$ cat src/rtl/playback_sequencer.sv
// Plays back a recorded keypad sequence from the 12-slot note SRAM to the PianoPlay tone generator.
// Optional `define LOOP_PLAY_EN: at end of memory restart from address 0 instead of going idle.
module playback_sequencer #(
  parameter int DEPTH      = 12,
  parameter int ADDR_W     = 4,
  parameter int NOTE_TICKS = 1000000,
  parameter int GAP_TICKS  = 100000,
  parameter int CNT_W      = 24
) (
  input  logic              CLK,
  input  logic              RST,
  input  logic              Start,
  input  logic              Stop,
  input  logic [3:0]        Sram_Dout,
  output logic [ADDR_W-1:0] Sram_Addr,
  output logic              Sram_Rd,
  output logic [3:0]        Bin,
  output logic              EN,
  output logic              Busy
);

  localparam logic [3:0] END_CODE = 4'd12;

  typedef enum logic [2:0] {
    IDLE  = 3'd0,
    FETCH = 3'd1,
    WAIT  = 3'd2,
    LATCH = 3'd3,
    PLAY  = 3'd4,
    GAP   = 3'd5
  } state_t;

  state_t            state_q, state_d;
  logic [ADDR_W-1:0] addr_q, addr_d;
  logic              rd_q, rd_d;
  logic [3:0]        bin_q, bin_d;
  logic              en_q, en_d;
  logic              busy_q, busy_d;
  logic [CNT_W-1:0]  cnt_q, cnt_d;
  logic [3:0]        code_q, code_d;

  always_ff @(posedge CLK or negedge RST) begin
    if (!RST) begin
      state_q <= IDLE;
      addr_q  <= '0;
      rd_q    <= 1'b0;
      bin_q   <= '0;
      en_q    <= 1'b0;
      busy_q  <= 1'b0;
      cnt_q   <= '0;
    end else begin
      state_q <= state_d;
      addr_q  <= addr_d;
      rd_q    <= rd_d;
      bin_q   <= bin_d;
      en_q    <= en_d;
      busy_q  <= busy_d;
      cnt_q   <= cnt_d;
    end
  end

  // Captured SRAM code is pure data; it is only consumed in LATCH after being written in WAIT.
  always_ff @(posedge CLK) begin
    code_q <= code_d;
  end

  always_comb begin
    state_d = state_q;
    addr_d  = addr_q;
    rd_d    = 1'b0;
    bin_d   = bin_q;
    en_d    = en_q;
    cnt_d   = cnt_q;
    code_d  = code_q;

    if (Stop) begin
      state_d = IDLE;
      addr_d  = '0;
      en_d    = 1'b0;
      cnt_d   = '0;
    end else begin
      unique case (state_q)
        IDLE: begin
          if (Start) begin
            state_d = FETCH;
            addr_d  = '0;
            rd_d    = 1'b1;
          end
        end
        FETCH: state_d = WAIT;
        WAIT: begin
          code_d  = Sram_Dout;
          state_d = LATCH;
        end
        LATCH: begin
          if (code_q >= END_CODE) begin
            state_d = IDLE;
            addr_d  = '0;
            en_d    = 1'b0;
            cnt_d   = '0;
          end else begin
            state_d = PLAY;
            bin_d   = code_q;
            en_d    = 1'b1;
            cnt_d   = CNT_W'(NOTE_TICKS - 1);
          end
        end
        PLAY: begin
          if (cnt_q == '0) begin
            state_d = GAP;
            en_d    = 1'b0;
            cnt_d   = CNT_W'(GAP_TICKS - 1);
          end else begin
            cnt_d = cnt_q - CNT_W'(1);
          end
        end
        GAP: begin
          if (cnt_q != '0) begin
            cnt_d = cnt_q - CNT_W'(1);
          end else if (addr_q != ADDR_W'(DEPTH - 1)) begin
            state_d = FETCH;
            addr_d  = addr_q + ADDR_W'(1);
            rd_d    = 1'b1;
          end else begin
`ifdef LOOP_PLAY_EN
            state_d = FETCH;
            addr_d  = '0;
            rd_d    = 1'b1;
`else
            state_d = IDLE;
            addr_d  = '0;
            cnt_d   = '0;
`endif
          end
        end
        default: begin
          state_d = IDLE;
          addr_d  = '0;
          en_d    = 1'b0;
          cnt_d   = '0;
        end
      endcase
    end

    busy_d = (state_d != IDLE);
  end

  assign Sram_Addr = addr_q;
  assign Sram_Rd   = rd_q;
  assign Bin       = bin_q;
  assign EN        = en_q;
  assign Busy      = busy_q;

endmodule

$ cat config.mk
export PLATFORM = sky130hd
export DESIGN_NAME = playback_sequencer
export DESIGN_NICKNAME = d
export VERILOG_FILES = /design/src/rtl/playback_sequencer.sv
export SDC_FILE = /design/constraint.sdc
export NUM_CORES = 1
export LEC_CHECK = 0
export ABC_AREA = 1
export BUFFER_PORTS_ARGS = -buffer_cell sky130_fd_sc_hd__buf_2
export CAP_MARGIN = 15
export CORE_MARGIN = 2
export CORE_UTILIZATION = 45
export DETAILED_ROUTE_END_ITERATION = 8
export PLACE_DENSITY = 0.67
export SETUP_SLACK_MARGIN = 0.02
export SYNTH_ARGS = -nofsm -noshare
export SYNTH_HDL_FRONTEND = slang
export SYNTH_SLANG_ARGS = --single-unit
$ cat constraint.sdc
create_clock -name CLK -period 1.9 [get_ports CLK]
set_clock_uncertainty 0.05 [all_clocks]
set_input_delay 0 -clock CLK [delete_from_list [all_inputs] [get_ports CLK]]
set_output_delay 0 -clock CLK [all_outputs]
set_load 0.05 [all_outputs]
### Yosys cells after proc, flatten, opt, wreduce, memory -nomap -nowiden

Index checks and enable logic that the tools add are counted.

| cells by class | value |
|---|---|
| bitwise operators | 2 |
| reduce and logical (&&, ||, !) cells | 12 |
| add/subtract/negate cells | 2 |
| $lt $le $gt $ge | 1 |
| multiplexer cells | 28 |
| equal/unequal tests | 14 |

Operators with widths:

| cell | count |
|---|---|
| $mux 24 | 4 |
| $pmux 24 s4 | 1 |
| $logic_not 24->1 | 1 |
| $reduce_bool 24->1 | 1 |
| $sub 24x1->24 const B | 1 |
| $mux 20 | 1 |
| $mux 4 | 5 |
| $pmux 3 s6 | 1 |
| $pmux 4 s4 | 1 |
| $mux 3 | 5 |
| $ne 3x3->1 const B | 4 |
| $mux 1 | 8 |
| $ne 4x4->1 const B | 2 |
| $eq 3x2->1 const B | 2 |
| $eq 3x3->1 const B | 2 |
| $ne 2x1->1 const B | 3 |
| $reduce_and 2->1 | 3 |
| $reduce_or 3->1 | 2 |
| $add 4x1->4 const B | 1 |
| $ge 4x4->1 const B | 1 |
| $reduce_and 4->1 | 1 |
| $reduce_or 4->1 | 1 |
| $eq 3x1->1 const B | 1 |
| $logic_not 3->1 | 1 |
| other kinds (5) | 6 |

| word-level totals | value |
|---|---|
| register bits after elaboration | 42 |
| bits of input ports | 8 |
| word-level logic and storage cells | 67 |

### Longest topological paths before layout

Gate-level depths: netlist of the first run.

| logic depth | value |
|---|---|
| depth after elaboration | 6 |
| depth in mapped cells | 12 |

### Worst setup path after synthesis of the first run

No wires, ideal clock.

| timing | value |
|---|---|
| path kind | register -> register |
| start | register addr_q[1], in the netlist Sram_Addr[1] |
| end | register cnt_q[20] |
| stages on the path, launching flop included | 10 |
| arrival time | 1537 ps |
| slack | 189 ps |
| period minus slack after synthesis | 1711 ps |
| setup time | 124 ps |
| cells stage by stage | dfrtp_1 ha_1 nand2_1 nor2_1 nor2_2 inv_2 o22ai_4 buf_6 nand3_1 nand2_1 |

| between the ends | value |
|---|---|
| cells in the longest elaborated chain, start to end | 3 |

Ends and longest elaborated chain:

| item | RTL line | source |
|---|---|---|
| from (decl) | 34 | `logic [ADDR_W-1:0] addr_q, addr_d;` |
| from (signal assigned) | 53 | `addr_q <= addr_d;` |
| $ne 4x4->1 | 120 | `end else if (addr_q != ADDR_W'(DEPTH - 1)) begin` |
| $ne 4x4->1 (no line) | -- |  |
| $reduce_and 2->1 (no line) | -- |  |
| to (signal assigned) | 58 | `cnt_q <= cnt_d;` |
| to (decl) | 39 | `logic [CNT_W-1:0] cnt_q, cnt_d;` |

Every way passes these cells.
A chain may end at the register's enable or synchronous reset.

### Worst setup path in the final report of the first run

| timing | value |
|---|---|
| start | register cnt_q[0] |
| end | register cnt_q[3] |

| between the ends | value |
|---|---|
| cells in the longest elaborated chain, start to end | 4 |
| elaborated cells between the ends (all ways) | 9 |
| those cells by class | add/sub: 1; eq/ne: 1; mux: 4; reduce/logical: 3 |

Ends and longest elaborated chain:

| item | RTL line | source |
|---|---|---|
| $sub 24x1->24 (tied with other cells) | 114, 119 |  |
| $mux 24 (on tied branches) | 118, 109 |  |
| $pmux 24 s4 | 82 | `unique case (state_q)` |
| $mux 24 | 76 | `if (Stop) begin` |

Several ways; a longest one is shown, not always the timed one.

==> results of run 1 <==
==> report_power, final <==
| part | internal [W] | switching, W | total [W] | leakage, nW |
|---|---|---|---|---|
| Sequential | 0.000990 | 0.0000662 | 0.00106 | 0.558 |
| Combinational | 0.000559 | 0.000985 | 0.00154 | 1.12 |
| Clock | 0.000527 | 0.000337 | 0.000863 | 0.0683 |
==> placed cells by master (no fill, tap or decap), drive strengths merged <==
master	Yosys	layout
clkbuf	1	5
o21ai	20	20
nand3	44	44
o211ai	7	7
o21bai	1	1
nand2	95	96
a21oi	2	2
inv	29	29
clkinv	2	3
dlygate4sd3	0	6
xnor2	4	4
ha	2	2
o21a	2	2
mux2	2	2
nand4	4	4
bufinv	0	2
o22ai	3	3
buf	8	36
dfrtp	38	38
xor2	11	11
o2111ai	1	1
edfxtp	4	4
nor2	60	60
nor3	5	5
==> worst reg2reg max path: stages (launching register included) <==
cell,delay (ps)
dfrtp_1,410
inv_2,100
ha_4,160
nand3_4,100
nor2_4,130
nand3_4,160
nand2_4,120
nand2_1,60
nand2_2,110
nand2_2,110
o21ai_2,80
nand2_1,70
==> area by class of cell <==
| cell class | count | area (um^2) | area share, % |
|---|---|---|---|
| multi-input cells | 264 | 1420 | 45.2 |
| flip-flops and latches | 42 | 1070 | 34.2 |
| repair buffers | 42 | 298 | 9.52 |
| inverters | 31 | 116 | 3.72 |
| well taps | 72 | 90.1 | 2.88 |
| clock buffers | 5 | 68.8 | 2.20 |
| clock inverters | 3 | 68.8 | 2.20 |
==> flip-flops by register name, indices dropped and copies added, names as in the netlist <==
name       cells
cnt_q         24
Bin            4
Sram_Addr      4
code_q         4
state_q        3
Busy           1
EN             1
Sram_Rd        1
==> repair_timing <==
| item | 4_1_cts | 5_1_grt |
|---|---|---|
| endpoints found under the setup margin | 7 | 31 |
| pin swaps | 1 | 4 |
| hold buffers | 6 | 0 |
| resized for setup | 1 | 12 |
| cloned | 0 | 1 |
| endpoints found under the hold margin | 26 | 0 |
| buffers inserted | 1 | 4 |
==> path summary, 6_finish.rpt <==
| path | endpoint | cells past startpoint | slack (ps) |
|---|---|---|---|
| max | cnt_q[3] | 11 | 120 |
| max reg2reg | cnt_q[3] | 11 | 120 |
| min | Sram_Rd | 4 | 70 |
| min reg2reg | EN | 2 | 430 |
| max in group asynchronous | cnt_q[19] | 3 | 1130 |
| min in group asynchronous | Sram_Addr[2] | 2 | 130 |
==> kinds of logic after synthesis <==
group	after synthesis
flip-flops	42
AO/OA/AOI/OAI	36
adder cells (fa/ha/maj)	2
multiplexers	2
AND/OR/NAND/NOR	208
XOR/XNOR	15
buffers and inverters	40
==> per-layer routing <==
metal | global-route usage [%] | vias up | share of wire (%)
li1 | - | 1201 | -
met2 | 33.7 | 45 | 46
met1 | 29.8 | 1121 | 50
met4 | 5.42 | 0 | 0.92
met3 | 3.93 | 8 | 2.9
met5 | 0 | - | 0
==> metrics by stage <==
step	hold slack, ps	utilization, %	instance area (um^2)	setup TNS (ps)
after floorplan	-346	-	2630	0
after global placement	-65.7	51.1	2850	0
after detailed placement	-62.0	51.1	2850	0
after CTS	66.9	54.8	3060	0
after global routing	75.1	56.1	3130	-19.0
final	74.8	56.1	3130	0
==> impl_metrics.tcl, run 1 <==
set metrics [dict create \
    post-synth-top-area-cell "dfrtp_1" \
    chipWidth_um 80.4 \
    postSynth.asyncResetShare_pct 90.5 \
    crit_required_ps 2040 \
    netlist_top_cells_area "dfrtp_1, nand2_1, nand3_1" \
    design_power_total_w 0.00346 \
    synthesis.instances 345 \
    timing.final.max_slew_violations 0 \
    cts_tree "done" \
    placement_rows 27 \
    worst_path_max_delay_cell "dfrtp_1" \
    cts.reportedPaths.clkPinSlew_ps 90 \
    synth-seq-cells 42 \
    ctsHtreeMaxLevel 2 \
    cts.sink_count 42 \
    floorplan.io_pins 19 \
    critical_path.reg2reg.startpoint "cnt_q[0]" \
    power_per_cell_area_nw_per_um2 1110 \
    synth_largest_type_area_fraction_pct 36.2 \
    synth_most_common_cell "nand2_1" \
    first_global_vias 2373 \
    finalWorstPathRequiredPeriod_ps 1780 \
    maxCapViolations 0 \
    largest_family_of_logic_cells_by_synthesized_area "simple AND/OR/NAND/NOR gates" \
    global_route.overflow_total 0 \
    worst_path_maximum_fanout 8 \
    dpl.cell_count 439 \
    leakage_nw 1.75 \
    synthesis.yosys.warnings 0 \
    critical_path_cell_sequence "inv_2, ha_4, nand3_4, nor2_4, nand3_4, nand2_4, nand2_1, nand2_2, nand2_2, o21ai_2, nand2_1" \
    synth.yosys.seq_area_share_pct 40.8 \
    final_nets 396 \
    clock_latency_ps 300 \
    worstSetupStartpointType "flip-flop" \
    initial_utilization_pct 47.1 \
    syn_area_um2 2630 \
    globalplace.congestion 0.907 \
    port_buffers 18 \
    vdd_drop_max_mv 0.840 \
    critical_path.startpoint "cnt_q[0]" \
    synth-edff-count 4 \
    synth-compound-area-share_pct 9.05 \
    startpoint_of_the_worst_hold_path "Start" \
    run_status "finished, final reports clean" \
    timing.hold.worst.class "primary input to flip-flop" \
    grt_use_total_pct 21.2 \
    area_growth_pct 19.0 \
    dieHeight_um 80.4 \
    grt_antenna_before_repair 0 \
    fill_cells 526 \
    tightest_slew_ps 482 \
    critical_path_buf_inv_count 1 \
    adder_and_majority_cell_fraction_of_the_synthesized_area_pct 0.952 \
    finalCritPeriodShare_pct 93.6 \
    synth.mux.area_fraction_pct 0.857 \
    cp_slowest_stage_delay_ps 410 \
    post-dp-hpwl_mm 4.46 \
    clock_tree_buf_depth 2 \
    cp_data_arrival_time_ps 1920 \
    grt_first_pass_wirelength_mm 10.8 \
    drt_wl_total_mm 6.09 \
    final_non_filler_cells 459 \
    max-slew-margin-rel_pct 67.9 \
    num_antenna_cells 0 \
    antenna_left 0 \
    post_drt_via_cell_ratio 5.17 \
    wl_per_cell_um 13.3 \
    drc_errors 0 \
    detailedRoute.firstPassIterationCount 4 \
    end_kind "flip-flop" \
    clock-root-buffer "clkbuf_8" \
    max_freq_ghz 0.562 \
    final-hold-violation-count 0 \
    dpl_ws_ps 13.4 \
    postSynth.topFlopCell "dfrtp_1" \
    post_synth_num_cell_types 34 \
    layout_setup_ws_ps 121 \
    largest_net_degree_at_the_start_of_global_routing 25 \
    post_synth_and_or_nand_nor_area_fraction_pct 36.3 \
    timing_worst_setup_path_type "flip-flop to flip-flop" \
    design.core.area_um2 5570 \
    numCtsBuffers 5 \
    post_synth_most_frequent_cells "nand2_1, nor2_1, nand3_1" \
    final-setup-viol-count 0 \
    routed-via-count 2375 \
    timing.critical_path.max_delay_family "simple AND/OR/NAND/NOR gates" \
    drt_iter0_drc 128 \
    synthXorXnorAreaFrac_pct 5.00 \
    postSynthAreaPerCell_um2 7.62 \
    synth_fp_nets 355 \
    drive_above_1_share_pct 22.2 \
    floorplan.die_area_um2 6470 \
]
(Power assumes the default switching activity.)
==> run 2: changes to the inputs <==
==> constraint.sdc (replaced) <==
create_clock -name CLK -period 2 [get_ports CLK]
set_clock_uncertainty 0.05 [all_clocks]
set_input_delay 0 -clock CLK [delete_from_list [all_inputs] [get_ports CLK]]
set_output_delay 0 -clock CLK [all_outputs]
set_load 0.05 [all_outputs]
==> run 2 against run 1 <==
Effect of this change:
- final cell count shrank 2.4%
- routed wire length shrank 6.1%
- combinational power shrank 10%
- cell area shrank 4.5%
- largest power group unchanged
==> impl_metrics.tcl, run 2 (same netlist as run 1, synthesis figures left out) <==
set metrics [dict create \
    worst_path_max_delay_cell "dfrtp_1" \
    worst_path_maximum_fanout 9 \
    rrSetupSlack_ps 200 \
    timing.hold.ws_ps 37.6 \
    end_kind "flip-flop" \
    grt_antenna_before_repair 0 \
    chipWidth_um 80.4 \
    first_global_vias 2245 \
    share_seq_of_total_power_pct 33.7 \
    layout_setup_ws_ps 201 \
    vdd_drop_max_mv 0.685 \
    final-setup-viol-count 0 \
    maxCapViolations 0 \
    leakage_nw 1.66 \
    num_antenna_cells 0 \
    cts.reportedPaths.clkPinSlew_ps 90 \
    finalWorstPathRequiredPeriod_ps 1800 \
    numCtsBuffers 5 \
    p_int_w 0.00168 \
    worstSetupStartpointType "flip-flop" \
    timing.final.max_slew_violations 0 \
    grt_first_pass_wirelength_mm 10.4 \
    cts.sink_count 42 \
    drc_errors 0 \
    dieHeight_um 80.4 \
    clock-root-buffer "clkbuf_8" \
    finalCritPeriodShare_pct 89.9 \
    run_status "finished, final reports clean" \
    globalplace.congestion 0.921 \
    final-hold-violation-count 0 \
    cts_tree "done" \
    final_core_utilization_pct 53.6 \
    tns_ps 0 \
    drt_wl_total_mm 5.72 \
    drt_iter0_drc 195 \
    ctsHtreeMaxLevel 2 \
    design.core.area_um2 5570 \
    p_sw_share_pct 43.6 \
    antenna_left 0 \
    critical_path_cell_sequence "inv_2, ha_4, nand3_4, nor2_4, nand3_4, nand2_2, nand2_1, nand2_2, nand2_4, o21ai_0, nand2_1" \
    crit_required_ps 2150 \
    wl_per_cell_um 12.8 \
    max_freq_ghz 0.556 \
    largest_net_degree_at_the_start_of_global_routing 39 \
    clock_latency_ps 310 \
    timing.hold.worst.class "primary input to flip-flop" \
    port_buffers 18 \
    top_layer "met4" \
    drive_above_1_share_pct 18.6 \
    dpl_ws_ps 81.7 \
    power.share.clock_pct 20.1 \
    initial_utilization_pct 47.1 \
    largest-register "cnt_q" \
    detailedRoute.firstPassIterationCount 4 \
    floorplan.die_area_um2 6470 \
    floorplan.io_pins 19 \
    wl_met1_mm 2.90 \
    post_drt_via_cell_ratio 5.01 \
    dr_wl_met2_mm 2.57 \
    global_route.overflow_total 0 \
    netSwitchingPower_w 0.00130 \
    cp_data_arrival_time_ps 1950 \
    met3_length_um 191 \
    largest_reg_flops 24 \
    post-dp-hpwl_mm 4.07 \
    comb_power_share_pct 46.3 \
    clock_tree_buf_depth 2 \
    final_nets 385 \
    tightest_slew_ps 876 \
    grt_use_total_pct 20.4 \
    area_growth_pct 13.7 \
    timing_worst_setup_path_type "flip-flop to flip-flop" \
    most_used_cells_in_the_layout_excluding_fill_and_tap_cells "nand2_1, nor2_1, nand3_1" \
    rsz0062_at_grt "false" \
    power_per_cell_area_nw_per_um2 996 \
    cp_slowest_stage_delay_ps 410 \
    routed-via-count 2243 \
    max-slew-margin-rel_pct 41.6 \
    placement_rows 27 \
    mostFrequentLayoutCell "nand2_1" \
]
==> run 2: changes by cell type in the layout (fill, tap and decap cells not counted), sizes merged <==
cell,delta
buf,-10
inv,+3
bufinv,-2
clkinv,-1
nand2,-1
==> run 2: power groups by stage <==
stage	Clock, W	Combinational [W]	Sequential, W
finish	0.000596	0.00138	0.00100
global route	0.000662	0.00156	0.00102
detailed placement	0	0.00131	0.00102
floorplan	0	0.000919	0.00117
global placement	0	0.00130	0.00102
CTS	0.000616	0.00133	0.00100
==> run 2: timing repair <==
| item | 4_1_cts | 5_1_grt |
|---|---|---|
| hold buffers | 6 | 0 |
| endpoints found under the hold margin | 45 | 0 |
| endpoints found under the setup margin | 0 | 20 |
| resized for setup | 0 | 5 |
| setup buffers | 0 | 2 |
==> run 2: layout make-up <==
type	count	area [um^2]
clock inverter	3	26.3
timing repair buffer	32	223
tap	72	90.1
inverter	31	116
clock buffer	5	68.8
multi-input combinational	263	1390
sequential	42	1070
fill	520	2590
==> run 2: worst max-delay path: cells and delay by family, from the launching register on <==
family | cells | cell delay, ps
simple gates | 8 | 890
flops | 1 | 410
fa+ha+maj | 1 | 160
buf+inv | 1 | 100
compound gates | 1 | 90
==> run 2: worst paths after layout <==
| check | start | to | depth (start not counted) |
|---|---|---|---|
| max | cnt_q[0] | cnt_q[3] | 11 |
| min | Start | Sram_Rd | 4 |
| max reg2reg | cnt_q[0] | cnt_q[3] | 11 |
| min reg2reg | EN | EN | 2 |
| max in group asynchronous | RST | cnt_q[23] | 2 |
| min in group asynchronous | RST | Sram_Addr[0] | 2 |
==> run 2: routing by layer <==
layer	global-route usage, %	vias up
li1	-	1181
met1	28.7	1018
met2	31.3	39
met3	3.82	5
met4	7.46	0
met5	0	-
==> run 2: through the flow <==
stage          instances  area [um^2]  total power [W]
2_1_floorplan        345         2630          0.00209
3_3_place_gp         432         2800          0.00232
3_5_place_dp         432         2800          0.00233
4_1_cts              446         2950          0.00294
5_1_grt              448         2990          0.00324
6_report             448         2990          0.00297
==> run 3: changes to the inputs <==
--- a/config.mk
+++ b/config.mk
@@ -5,13 +5,15 @@
 export SDC_FILE = /design/constraint.sdc
 export NUM_CORES = 1
 export LEC_CHECK = 0
-export ABC_AREA = 1
+export ABC_AREA = 0
 export BUFFER_PORTS_ARGS = -buffer_cell sky130_fd_sc_hd__buf_2
 export CAP_MARGIN = 15
+export CELL_PAD_IN_SITES_DETAIL_PLACEMENT = 0
+export CELL_PAD_IN_SITES_GLOBAL_PLACEMENT = 2
 export CORE_MARGIN = 2
-export CORE_UTILIZATION = 45
+export CORE_UTILIZATION = 38
 export DETAILED_ROUTE_END_ITERATION = 8
-export PLACE_DENSITY = 0.67
+export PLACE_DENSITY = 0.84
 export SETUP_SLACK_MARGIN = 0.02
 export SYNTH_ARGS = -nofsm -noshare
 export SYNTH_HDL_FRONTEND = slang
==> run 3 against run 2 <==
Effect of this change:
- the flow now finishes with violations (setup timing)
- routed wire length up 35%
- final cell count down 0.22%
- area after synthesis down 6.1%
- critical path depth down 4
- power up 84%
- worst setup slack worse by 640 ps
- first-iteration DRC count down 19%
- register-to-register slack worse by 640 ps
- combinational power rose to 2.8 times the previous value
- maximum frequency down 26%
- clock power down 9.6%
- largest cell class unchanged
- largest power group unchanged
==> impl_metrics.tcl, run 3 <==
set metrics [dict create \
    rsz0062_at_grt "true" \
    dpl_ws_ps -413 \
    clock_latency_ps 300 \
    cts.reportedPaths.clkPinSlew_ps 90 \
    critical_path_buf_inv_count 2 \
    cp_slowest_stage_delay_ps 660 \
    drive_above_1_share_pct 50.5 \
    largest_reg_flops 24 \
    postSynth.topFlopCell "dfrtp_1" \
    most_used_cells_in_the_layout_excluding_fill_and_tap_cells "buf_4, dfrtp_1, buf_2" \
    finalCritPeriodShare_pct 122 \
    synth-edff-count 4 \
    leakage_nw 1.73 \
    clock-root-buffer "clkbuf_8" \
    synth.yosys.seq_area_share_pct 43.4 \
    chipWidth_um 84.6 \
    grt_first_pass_wirelength_mm 12.4 \
    power_per_cell_area_nw_per_um2 1430 \
    drt_wl_total_mm 7.70 \
    routed-via-count 2497 \
    synth_fp_nets 268 \
    fill_cells 571 \
    timing.hold.worst.class "primary input to flip-flop" \
    grt_antenna_before_repair 0 \
    post_synth_most_frequent_cells "dfrtp_1, a21oi_1, nor2_1" \
    antenna_left 0 \
    grt_use_total_pct 22.0 \
    initial_utilization_pct 39.1 \
    postSynth.asyncResetShare_pct 90.5 \
    clock_tree_buf_depth 2 \
    final_core_utilization_pct 60.7 \
    timing_worst_setup_path_type "flip-flop to flip-flop" \
    worstSetupStartpointType "flip-flop" \
    drc_errors 0 \
    tightest_slew_ps 886 \
    synthesis.yosys.warnings 0 \
    syn_area_um2 2470 \
    post-dp-hpwl_mm 5.26 \
    synthesis.instances 258 \
    finalWorstPathRequiredPeriod_ps 2430 \
    max_freq_ghz 0.411 \
    design.core.area_um2 6310 \
    critical_path_cell_sequence "or4_4, or4_4, nor3_4, buf_6, buf_12, nand2_2, mux2i_1" \
    largest_net_degree_at_the_start_of_global_routing 39 \
    drt_iter0_drc 158 \
    globalplace.congestion 0.838 \
    post_drt_via_cell_ratio 5.59 \
    layout_setup_ws_ps -435 \
    rrSetupSlack_ps -430 \
    run_status "finished with violations" \
    crit_required_ps 2170 \
    global_route.overflow_total 0 \
    numCtsBuffers 5 \
    cts.sink_count 42 \
    final_nets 379 \
    dpl.cell_count 414 \
    cp_data_arrival_time_ps 2610 \
    floorplan.die_area_um2 7150 \
    synth_largest_type_area_fraction_pct 38.5 \
    worst_path_maximum_fanout 8 \
    place_area_um2 3200 \
    netlist_top_cells_area "dfrtp_1, edfxtp_1, a21oi_1" \
    detailedRoute.firstPassIterationCount 4 \
    largest-register "cnt_q" \
    wl_per_cell_um 17.2 \
    timing.critical_path.max_delay_family "simple AND/OR/NAND/NOR gates" \
    mostFrequentLayoutCell "buf_4" \
    final_non_filler_cells 447 \
    postSynthAreaPerCell_um2 9.56 \
    end_kind "flip-flop" \
    area_growth_pct 55.2 \
    dieHeight_um 84.6 \
    floorplan.io_pins 19 \
    maxCapViolations 0 \
    num_antenna_cells 0 \
    worst_path_max_delay_cell "or4_4" \
    port_buffers 18 \
    first_global_vias 2488 \
    synth_most_common_cell "dfrtp_1" \
    timing.hold.ws_ps 92.1 \
    placement_rows 29 \
    final-hold-violation-count 0 \
    synth-seq-cells 42 \
    post-synth-top-area-cell "dfrtp_1" \
    post_synth_num_cell_types 57 \
    ctsHtreeMaxLevel 2 \
    final-setup-viol-count 33 \
    timing.final.max_slew_violations 0 \
    finish.instance_area_um2 3830 \
    crit_path_frequent_cell "or4_4" \
    max-slew-margin-rel_pct 40.9 \
    cts_tree "done" \
    failing_checks "setup timing" \
    vdd_drop_max_mv 0.795 \
]
run 3: routing by layer:
| metal | up-vias | wire length, um | part of all wire, % | GRT usage (%) |
|---|---|---|---|---|
| met1 | 1213 | 3670 | 48 | 30.7 |
| met5 | - | 0 | 0 | 0 |
| met2 | 56 | 3610 | 47 | 34.9 |
| li1 | 1216 | - | - | - |
| met4 | 0 | 148 | 1.9 | 7.65 |
| met3 | 12 | 279 | 3.6 | 3.44 |
run 3: stage by stage:
step	total power, W	setup TNS, ps
after floorplan	0.00274	-7360
after global placement	0.00399	-9850
after detailed placement	0.00399	-9870
after CTS	0.00517	-9340
after global routing	0.00579	-13130
final	0.00546	-10420
run 3: report_power, final:
group / total, W / internal [W] / switching, W
registers: 0.00108 / 0.000996 / 0.0000789
clock network: 0.000539 / 0.000241 / 0.000299
logic: 0.00385 / 0.00182 / 0.00203
total: 0.00546 / 0.00306 / 0.00241
run 3: cells by family after synthesis:
family	synth area share (%)
and+or+nand+nor	21.8
AOI/OAI and AO/OA	25.7
DFF	43.4
buffers and inverters	4.06
muxes	2.64
xor gates and xnor gates	1.42
adders and majority gates	1.01
run 3: worst reg2reg max path: cells and delay by family (launching register included):
kind	cells	cell delay (ps)
simple gates	4	1520
flops	1	400
buf+inv	2	260
mux	1	120
run 3: repair_timing:
action / CTS / global route
setup buffers: 14 / 9
hold endpoints to repair: 42 / 0
hold buffers: 5 / 0
pin swaps: 23 / 16
gates resized for setup: 50 / 30
endpoints found under the setup margin: 33 / 37
run 3: path summary, 6_finish.rpt:
| kind | startpoint | endpoint | cells after the start |
|---|---|---|---|
| max | cnt_q[11] | Sram_Addr[0] | 7 |
| min | Start | Sram_Rd | 4 |
| max reg2reg | cnt_q[11] | Sram_Addr[0] | 7 |
| min reg2reg | code_q[0] | Bin[0] | 1 |
| max in group asynchronous | RST | cnt_q[7] | 2 |
| min in group asynchronous | RST | cnt_q[18] | 2 |
run 3: final cells by class:
type / instances / area (um^2) / area share (%)
clock buffers: 6 / 72.6 / 1.89
clock inverters: 2 / 8.76 / 0.229
inverters: 9 / 36.3 / 0.947
multi-input cells: 193 / 1600 / 41.8
flip-flops and latches: 42 / 1070 / 28.0
well taps: 77 / 96.3 / 2.52
repair buffers: 118 / 946 / 24.7
